## src/rtl/fetch_queue.sv

```systemverilog
// fetch_queue: instruction-fetch front end with a prefetch buffer.
//
// Issues word-aligned requests on an SRAM-like instruction bus. Up to MAX_OUT
// requests can be accepted and still waiting for data. Fetched words are buffered
// in a DEPTH-entry queue that feeds decode. A redirect flushes the queue,
// restarts fetch at redirect_pc and drops every response that is still owed.
// A misaligned fetch PC is never sent to the bus. Instead it is queued as an AdEL
// exception entry, and fetch halts until the next redirect.
//
// Ports
//   clk, reset                  rising-edge clock, async active-high reset
//   inst_req / inst_addr        registered bus request and its word address
//   inst_addr_ok                request accepted on this edge
//   inst_data_ok / inst_rdata   in-order read response
//   redirect / redirect_pc      flush and restart fetch
//   out_valid / out_ready       head-of-queue handshake towards decode
//   out_pc / out_inst           head entry PC and instruction (0 for exceptions)
//   out_exc / out_exccode       head entry exception flag and code (5'h04 AdEL)
//
// Handshakes: a bus request transfers on an edge where inst_req && inst_addr_ok.
// After inst_req rises, inst_req and inst_addr stay unchanged until that edge.
// A queue entry transfers to decode on an edge where out_valid && out_ready.
module fetch_queue #(
  parameter int unsigned DEPTH    = 4,
  parameter int unsigned MAX_OUT  = 2,
  parameter logic [31:0] RESET_PC = 32'hbfc00000
) (
  input  logic        clk,
  input  logic        reset,
  output logic        inst_req,
  output logic [31:0] inst_addr,
  input  logic        inst_addr_ok,
  input  logic        inst_data_ok,
  input  logic [31:0] inst_rdata,
  input  logic        redirect,
  input  logic [31:0] redirect_pc,
  output logic        out_valid,
  input  logic        out_ready,
  output logic [31:0] out_pc,
  output logic [31:0] out_inst,
  output logic        out_exc,
  output logic [4:0]  out_exccode
);

  localparam int unsigned QW = $clog2(DEPTH);
  localparam int unsigned CW = $clog2(DEPTH + 1);
  localparam int unsigned PW = (MAX_OUT > 1) ? $clog2(MAX_OUT) : 1;
  localparam int unsigned OW = $clog2(MAX_OUT + 1);
  localparam logic [4:0] EXC_ADEL = 5'h04;

  logic [31:0]   pc_q, pc_d;
  logic          inst_req_q, inst_req_d;
  logic [31:0]   inst_addr_q, inst_addr_d;
  logic          halted_q, halted_d;
  // Set when a redirect arrives while a request is still waiting for accept.
  // That request belongs to the old path.
  logic          stale_q, stale_d;
  logic [OW-1:0] outstanding_q, outstanding_d;
  logic [OW-1:0] discard_q, discard_d;
  logic [CW-1:0] count_q, count_d;
  logic [QW-1:0] head_q, head_d, tail_q, tail_d;
  logic [PW-1:0] pend_wr_q, pend_wr_d, pend_rd_q, pend_rd_d;

  logic [31:0] q_pc_mem   [DEPTH];
  logic [31:0] q_inst_mem [DEPTH];
  logic        q_exc_mem  [DEPTH];
  logic [31:0] pend_mem   [MAX_OUT];

  logic        accept, stale_accept, drop, data_push, exc_push, pop;
  logic        q_we, q_wexc;
  logic [31:0] q_wpc, q_winst, pend_pc, slots;

  always_comb begin
    accept       = inst_req_q && inst_addr_ok;
    stale_accept = accept && stale_q;
    pend_pc      = pend_mem[pend_rd_q];
    drop         = inst_data_ok && (discard_q != '0);
    data_push    = inst_data_ok && (discard_q == '0);
    // The exception entry waits until every live response has been queued, so
    // that it lands behind them in program order.
    exc_push     = !halted_q && (pc_q[1:0] != 2'b00) && (outstanding_q == discard_q) &&
                   (count_q != CW'(DEPTH)) && !redirect;
    pop          = out_valid && out_ready;

    pc_d      = pc_q;
    halted_d  = halted_q;
    stale_d   = stale_q && !accept;
    head_d    = head_q;
    tail_d    = tail_q;
    pend_wr_d = pend_wr_q;
    pend_rd_d = pend_rd_q;
    q_we      = 1'b0;
    q_wpc     = pend_pc;
    q_winst   = inst_rdata;
    q_wexc    = 1'b0;

    // A non-stale accepted address always equals pc_q.
    if (accept && !stale_q) pc_d = pc_q + 32'd4;
    if (accept) pend_wr_d = (pend_wr_q == PW'(MAX_OUT - 1)) ? '0 : pend_wr_q + PW'(1);
    if (inst_data_ok) pend_rd_d = (pend_rd_q == PW'(MAX_OUT - 1)) ? '0 : pend_rd_q + PW'(1);

    outstanding_d = outstanding_q + OW'(accept) - OW'(inst_data_ok);
    discard_d     = discard_q + OW'(stale_accept) - OW'(drop);

    if (data_push) begin
      q_we = 1'b1;
    end else if (exc_push) begin
      q_we     = 1'b1;
      q_wpc    = pc_q;
      q_winst  = '0;
      q_wexc   = 1'b1;
      halted_d = 1'b1;
    end

    if (q_we) tail_d = tail_q + QW'(1);
    if (pop)  head_d = head_q + QW'(1);
    count_d = count_q + CW'(q_we) - CW'(pop);

    if (redirect) begin
      q_we      = 1'b0;
      count_d   = '0;
      head_d    = '0;
      tail_d    = '0;
      pc_d      = redirect_pc;
      halted_d  = 1'b0;
      discard_d = outstanding_d;
      stale_d   = inst_req_q && !inst_addr_ok;
    end

    // Queue slots are reserved at issue time. Responses that will be discarded
    // do not need a slot.
    slots = 32'(count_d) + 32'(outstanding_d) - 32'(discard_d);
    if (inst_req_q && !inst_addr_ok) begin
      inst_req_d  = 1'b1;
      inst_addr_d = inst_addr_q;
    end else begin
      inst_req_d  = !halted_d && (pc_d[1:0] == 2'b00) &&
                    (outstanding_d < OW'(MAX_OUT)) && (slots < DEPTH);
      inst_addr_d = inst_req_d ? pc_d : inst_addr_q;
    end
  end

  always_ff @(posedge clk or posedge reset) begin
    if (reset) begin
      pc_q          <= RESET_PC;
      inst_req_q    <= 1'b0;
      inst_addr_q   <= RESET_PC;
      halted_q      <= 1'b0;
      stale_q       <= 1'b0;
      outstanding_q <= '0;
      discard_q     <= '0;
      count_q       <= '0;
      head_q        <= '0;
      tail_q        <= '0;
      pend_wr_q     <= '0;
      pend_rd_q     <= '0;
    end else begin
      pc_q          <= pc_d;
      inst_req_q    <= inst_req_d;
      inst_addr_q   <= inst_addr_d;
      halted_q      <= halted_d;
      stale_q       <= stale_d;
      outstanding_q <= outstanding_d;
      discard_q     <= discard_d;
      count_q       <= count_d;
      head_q        <= head_d;
      tail_q        <= tail_d;
      pend_wr_q     <= pend_wr_d;
      pend_rd_q     <= pend_rd_d;
    end
  end

  // Payload storage has no reset. Every entry is written before it is read.
  always_ff @(posedge clk) begin
    if (q_we) begin
      q_pc_mem[tail_q]   <= q_wpc;
      q_inst_mem[tail_q] <= q_winst;
      q_exc_mem[tail_q]  <= q_wexc;
    end
    if (accept) pend_mem[pend_wr_q] <= inst_addr_q;
  end

  assign inst_req    = inst_req_q;
  assign inst_addr   = inst_addr_q;
  assign out_valid   = (count_q != '0);
  assign out_pc      = q_pc_mem[head_q];
  assign out_inst    = q_inst_mem[head_q];
  assign out_exc     = out_valid && q_exc_mem[head_q];
  assign out_exccode = out_exc ? EXC_ADEL : 5'h00;

  a_out_max:  assert property (@(posedge clk) disable iff (reset) outstanding_q <= OW'(MAX_OUT));
  a_disc_le:  assert property (@(posedge clk) disable iff (reset) discard_q <= outstanding_q);
  a_count:    assert property (@(posedge clk) disable iff (reset) count_q <= CW'(DEPTH));
  a_data_ok:  assert property (@(posedge clk) disable iff (reset) inst_data_ok |-> outstanding_q != '0);

endmodule

```

## config.mk

```make
export PLATFORM = sky130hd
export DESIGN_NAME = fetch_queue
export DESIGN_NICKNAME = d
export VERILOG_FILES = /design/src/rtl/fetch_queue.sv
export SDC_FILE = /design/constraint.sdc
export NUM_CORES = 1
export LEC_CHECK = 0
export BUFFER_PORTS_ARGS = -buffer_cell sky130_fd_sc_hd__buf_4
export CORE_UTILIZATION = 35
export CTS_CLUSTER_DIAMETER = 50
export CTS_CLUSTER_SIZE = 8
export DETAILED_ROUTE_END_ITERATION = 8
export PLACE_DENSITY = 0.63
export SETUP_SLACK_MARGIN = 0.1
export SYNTH_ARGS = -nofsm -noshare
export SYNTH_HDL_FRONTEND = slang
export SYNTH_SLANG_ARGS = --single-unit
```

## constraint.sdc

```tcl
create_clock -name clk -period 7 [get_ports clk]
set_input_delay 1.4 -clock clk [delete_from_list [all_inputs] [get_ports clk]]
set_output_delay 1.4 -clock clk [all_outputs]
set_load 0.01 [all_outputs]
```

Word-level counts from Yosys, hierarchy flattened
Memories as Yosys holds them, arrays and structs flattened.
Index checks and enable logic that the tools add are counted.
Word-level totals
  flip-flop bits (word level): 80
  RAM bits: 324
  input bits: 70
  memories kept: 4
Memory list
  q_inst_mem: depth 4, bits a word 32, rd ports 1, clocked after memory_dff 0, wr ports 1, line 65  | logic [31:0] q_inst_mem [DEPTH];
  q_pc_mem: depth 4, bits a word 32, rd ports 1, clocked after memory_dff 0, wr ports 1, line 64  | logic [31:0] q_pc_mem [DEPTH];
  pend_mem: depth 2, bits a word 32, rd ports 1, clocked after memory_dff 0, wr ports 1, line 67  | logic [31:0] pend_mem [MAX_OUT];
  q_exc_mem: depth 4, bits a word 1, rd ports 1, clocked after memory_dff 0, wr ports 1, line 66  | logic q_exc_mem [DEPTH];
Cells by class
  $add $sub $neg: 13
  $lt $le $gt $ge: 2
  equal/unequal tests: 2
  multiplexer cells: 28
  bitwise operators: 1
  reductions and logical operators: 30
Operators by type and width (count)
  $mux W32: 6
  $add A32 B3 Y32 const B: 1
  $lt A32 B3 Y1 const B: 1
  $logic_and A1 B1 Y1: 16
  $mux W1: 15
  $mux W2: 5
  $reduce_bool A2 Y1: 4
  $logic_not A1 Y1: 6
  $mux W3: 2
  $sub A4 B2 Y5: 1
  $add A2 B1 Y2: 2
  $add A2 B1 Y2 const B: 2
  $add A3 B2 Y4: 1
  $logic_not A2 Y1: 2
  $sub A2 B1 Y2: 2
  $add A3 B1 Y3: 1
  $ne A3 B3 Y1 const B: 1
  $reduce_bool A3 Y1: 1
  $sub A3 B1 Y3: 1
  $add A1 B1 Y1 const B: 2
  $eq A2 B2 Y1: 1
  $lt A2 B2 Y1 const B: 1
  $reduce_and A2 Y1: 1
  $not A1 Y1: 1

Logic depth before layout (Yosys ltp)
  depth after elaboration: 15
  mapped depth: 17
  depth with buffers taken out: 16

Worst setup path before layout
No wires, ideal clock.
  path kind: input port to flip-flop
  from: input port redirect
  to: register inst_addr_q[18], in the netlist inst_addr[18]
  library setup time: 128 ps
  arrival time: 5850 ps
  setup slack: 1023 ps
  stages: 16
  buffers on the path: 2
  cell sequence: clkbuf_1 -> a2111oi_0 -> a21oi_1 -> xor2_1 -> ha_1 -> inv_1 -> fa_1 -> nor2_1 -> fa_1 -> ha_1 -> and3b_1 -> or4_1 -> a2111oi_2 -> nand4_1 -> buf_2 -> mux2_1
On the way
  cells in the longest elaborated chain, start to end: 12
  elaborated cells on any way between the ends: 21
  those cells by class: 4 x add/sub; 1 x order compare; 8 x mux; 8 x reduce/logical
RTL lines
  start, declared: line 35  | input logic redirect,
  $logic_not A1 Y1: line 82  | (count_q != CW'(DEPTH)) && !redirect;
  $logic_and A1 B1 Y1: line 82
  $mux W1: line 107  | end else if (exc_push) begin
  $mux W1: line 105  | if (data_push) begin
  $add A3 B1 Y3: line 117  | count_d = count_q + CW'(q_we) - CW'(pop);
  $sub A3 B1 Y3: line 117
  $mux W3 *: line 119  | if (redirect) begin
  named net count_d[1]: line 60  | logic [CW-1:0] count_q, count_d;
  $add A3 B2 Y4 *: line 132  | slots = 32'(count_d) + 32'(outstanding_d) - 32'(discard_d);
  $sub A4 B2 Y5 *: line 132
  $lt A32 B3 Y1 *: line 138  | (outstanding_d < OW'(MAX_OUT)) && (slots < DEPTH);
  $logic_and A1 B1 Y1 *: line 138
  $reduce_and A2 Y1 (no source line) *
  end signal, assigned: line 160  | inst_addr_q <= inst_addr_d;
  end, declared: line 53  | logic [31:0] inst_addr_q, inst_addr_d;
The timed path passes the listed nets; every way through them passes the cells marked *.
A chain may end at the register's enable or synchronous reset.

Worst setup path after layout
Ends and elaborated chain as after synthesis.

==> impl_metrics.csv <==
group,metric,value,unit
setup_path,critPathBufInv,4,
global_route,grt_overflow,0,
detailed_routing,num_vias,9010,
logic_synthesis,syn_area_per_cell,17.2,µm²
logic_synthesis,mappedNetlistArea,0.0163,mm²
detailed_routing,firstDrtPassIters,5,
setup_path,cp_data_arrival_time,5.91,ns
outcome,status,"completed",
cells_and_area,num-nets-final,1229,
floorplanning,rows,78,
logic_synthesis,yosysTopAreaCell,"edfxtp_1",
logic_synthesis,synthMostInstantiatedCell,"edfxtp_1",
setup_path,rrSetupSlack,1.98,ns
clocking,cts_tree,"yes",
logic_synthesis,synth_top_area_share,59.5,%
setup_path,path_cells,"buf_4 > a2111oi_0 > buf_4 > a21oi_1 > xor2_1 > ha_1 > inv_1 > fa_1 > nor2_1 > fa_1 > ha_1 > and3b_1 > or4_1 > a2111oi_2 > nand4_1 > buf_4 > mux2_1",
detailed_routing,drc,0,
global_route,grt_max_degree,66,
timing,setup_viol,0,
setup_path,required,7.48,ns
placed_design,io_buffers,169,
detailed_routing,ant_nets,0,
logic_synthesis,ys_seq_elements,404,
global_route,grt_usage,15.7,%
setup_path,cp-start-kind,"input port",
clocking,clk_latency,0.60,ns
logic_synthesis,synth.area.top_cells,"edfxtp_1 60%, dfrtp_1 9.5%, mux4_2 9.0%",
timing,hold_ws,0.507,ns
timing,fin_skew,0.0181,ns
timing,max_freq,0.184,GHz
cells_and_area,drive_gt1_share,32.1,%
setup_path,r2r_cells,17,
hold_path,holdPathStages,0,
clocking,cts_buffers,60,
logic_synthesis,yosysWarnings,0,
floorplanning,dieArea,0.0476,mm²
logic_synthesis,synth_edf_count,324,
setup_path,path_class,"in2reg",
placed_design,placedCellCount,1681,
hold_path,hold_path.class,"reg2reg",
detailed_routing,wirelength,36.7,mm
logic_synthesis,synth-seq-area-share,71.9,%
logic_synthesis,ys_async_sr_fraction,19.8,%
power,ir_drop,0.000203,V
floorplanning,ios,174,
timing,finalCriticalPeriod,5.43,ns
timing,fin_crit_sh,77.6,%
job,maxCapViolCount,0,
setup_path,reg2reg_from,"count_q[1]",
clocking,cts.sinks,404,
setup_path,cpPeakStageDelay,0.45,ns
timing,slew_viol_final,0,
clocking,clkSlewWorstSetupHoldPaths,0.05,ns
clocking,cts_resized,0,
logic_synthesis,ys.flop_type,"edfxtp_1",
timing,worstMarginPinSlew,1.17,ns
clocking,clockBufferDepth,3,
detailed_routing,drt_iter0_markers,515,
logic_synthesis,yosysUniqueCellTypes,54,
detailed_routing,via_per_inst,5.07,
placed_design,dpl_cell_area,0.0182,mm²
clocking,cts_setup_buffers,0,
clocking,cts_max_level,2,
power,powerDensity,399,mW/mm²
placed_design,place.gp.congestion,0.798,
logic_synthesis,synthCells,953,
logic_synthesis,ys_top_cells_by_count,"324 x edfxtp_1, 65 x mux4_2, 62 x dfrtp_1",
floorplanning,initial_core_util,35.8,%
floorplanning,die_w,218,µm
hold_path,hold_path_end,"pend_mem[0][17]",
floorplanning,die_h,218,µm
timing,finalHoldViolCount,0,
cells_and_area,finalNonFillerCells,1776,
hold_path,hold_start,"inst_addr[17]",
placed_design,hpwl,22.7,mm
setup_path,critPathSlowestCell,"fa_1",
clocking,cts_hold_buf,0,
cells_and_area,stdcell_area,0.0200,mm²
global_route,grt_pass1_wl,56.2,mm
timing,slew-limit-headroom,21.1,%
floorplanning,core,0.0457,mm²
setup_path,worst_path_most_repeated_cell,"buf_4",
cells_and_area,num-fill-cells,4082,
setup_path,path_delay_family,"adder cells",
global_route,antenna_found_initial,0,
cells_and_area,area_growth,22.1,%
clocking,root_buffer,"clkbuf_16",
global_route,grt_pass1_vias,9211,
detailed_routing,avgRoutedWirePerCell,20.6,µm
timing,setup_tns,0,ns
power,p_leak,7.19,nW
timing,grt_setup_unrepaired,"false",
setup_path,crit_fanout,32,
setup_path,end_kind,"flop",
setup_path,r2r_end,"inst_addr[18]",
-- report_power, final --
| group | switching (mW) | internal (mW) | leakage (nW) |
|---|---|---|---|
| Combinational | 1.02 | 0.954 | 2.46 |
| Sequential | 0.314 | 3.11 | 3.90 |
| Clock | 0.990 | 1.58 | 0.828 |
-- logic make-up after synthesis --
family	Yosys count	synth area share [%]
simple gates	215	6.96
fa+ha+maj	16	1.32
other cells	1	0.0229
flops	404	71.9
buf+inv	71	1.79
compound gates	88	3.20
mux	133	13.4
xor+xnor	25	1.42
-- cell usage in the layout (no fill, tap or decap), types with 16 or more instances in the layout --
cell	count
mux2i_1	35
mux2_2	30
and2_1	39
o21ai_0	17
edfxtp_1	324
nor2_1	58
buf_4	178
a21oi_1	41
clkbuf_16	60
mux4_2	65
nand2_1	35
clkbuf_1	22
dfrtp_1	59
dfstp_2	18
inv_1	16
-- registers in the layout (all words and copies together) (netlist names), 3 cells and up --
signal	count
q_exc_mem	4
count_q	3
inst_addr	32
q_inst_mem	128
pc_q	32
pend_mem	64
q_pc_mem	128
-- routing by layer --
metal / track usage (%) / part of all wire [%] / up-vias
met3: 3.44 / 6.1 / 62
met5: 0 / 0 / -
li1: - / - / 4074
met4: 5.66 / 2.4 / 0
met1: 22.0 / 46 / 4571
met2: 24.1 / 46 / 303
-- worst max path at each step --
| stage | from | to | slack [ns] | depth (start not counted) |
|---|---|---|---|---|
| finish | redirect | inst_addr[18] | 1.57 | 17 |
| global route | redirect | inst_addr[18] | 1.26 | 17 |
| CTS | redirect | inst_addr[18] | 1.59 | 17 |
| detailed placement | redirect | inst_addr[18] | 0.95 | 17 |
| global placement | redirect | inst_addr[18] | 1.07 | 17 |
| floorplan | redirect | inst_addr[18] | 1.02 | 16 |
-- area by class of cell --
cell class                      count  area [µm²]  area share, %
Antenna cell                        1        2.50         0.0125
Tap cell                          600         751           3.76
Multi-Input combinational cell    481        4330           21.7
Clock inverter                     10        88.8          0.445
Clock buffer                       84        1610           8.08
Sequential cell                   404       11800           59.0
Inverter                           18        68.8          0.345
Timing Repair Buffer              178        1340           6.70
-- metrics by stage --
step / total power, mW / util (%) / setup WS, ns
after floorplan: 4.58 / - / 1.02
after global placement: 5.43 / 40.0 / 1.07
after detailed placement: 5.49 / 40.0 / 0.950
after CTS: 8.09 / 43.7 / 1.59
after global routing: 8.36 / 43.7 / 1.26
final: 7.96 / 43.7 / 1.57
-- worst reg2reg max path, stage by stage (launching register included) --
cell and delay [ns]:
dfrtp_1 0.43, nor2_1 0.07, a2111oi_0 0.39, buf_4 0.21, a21oi_1 0.16, xor2_1 0.21, ha_1 0.20, inv_1 0.06
fa_1 0.40, nor2_1 0.18, fa_1 0.46, ha_1 0.31, and3b_1 0.19, or4_1 0.43, a2111oi_2 0.36, nand4_1 0.13
buf_4 0.30, mux2_1 0.40
Power figures use the tool's default switching activity.
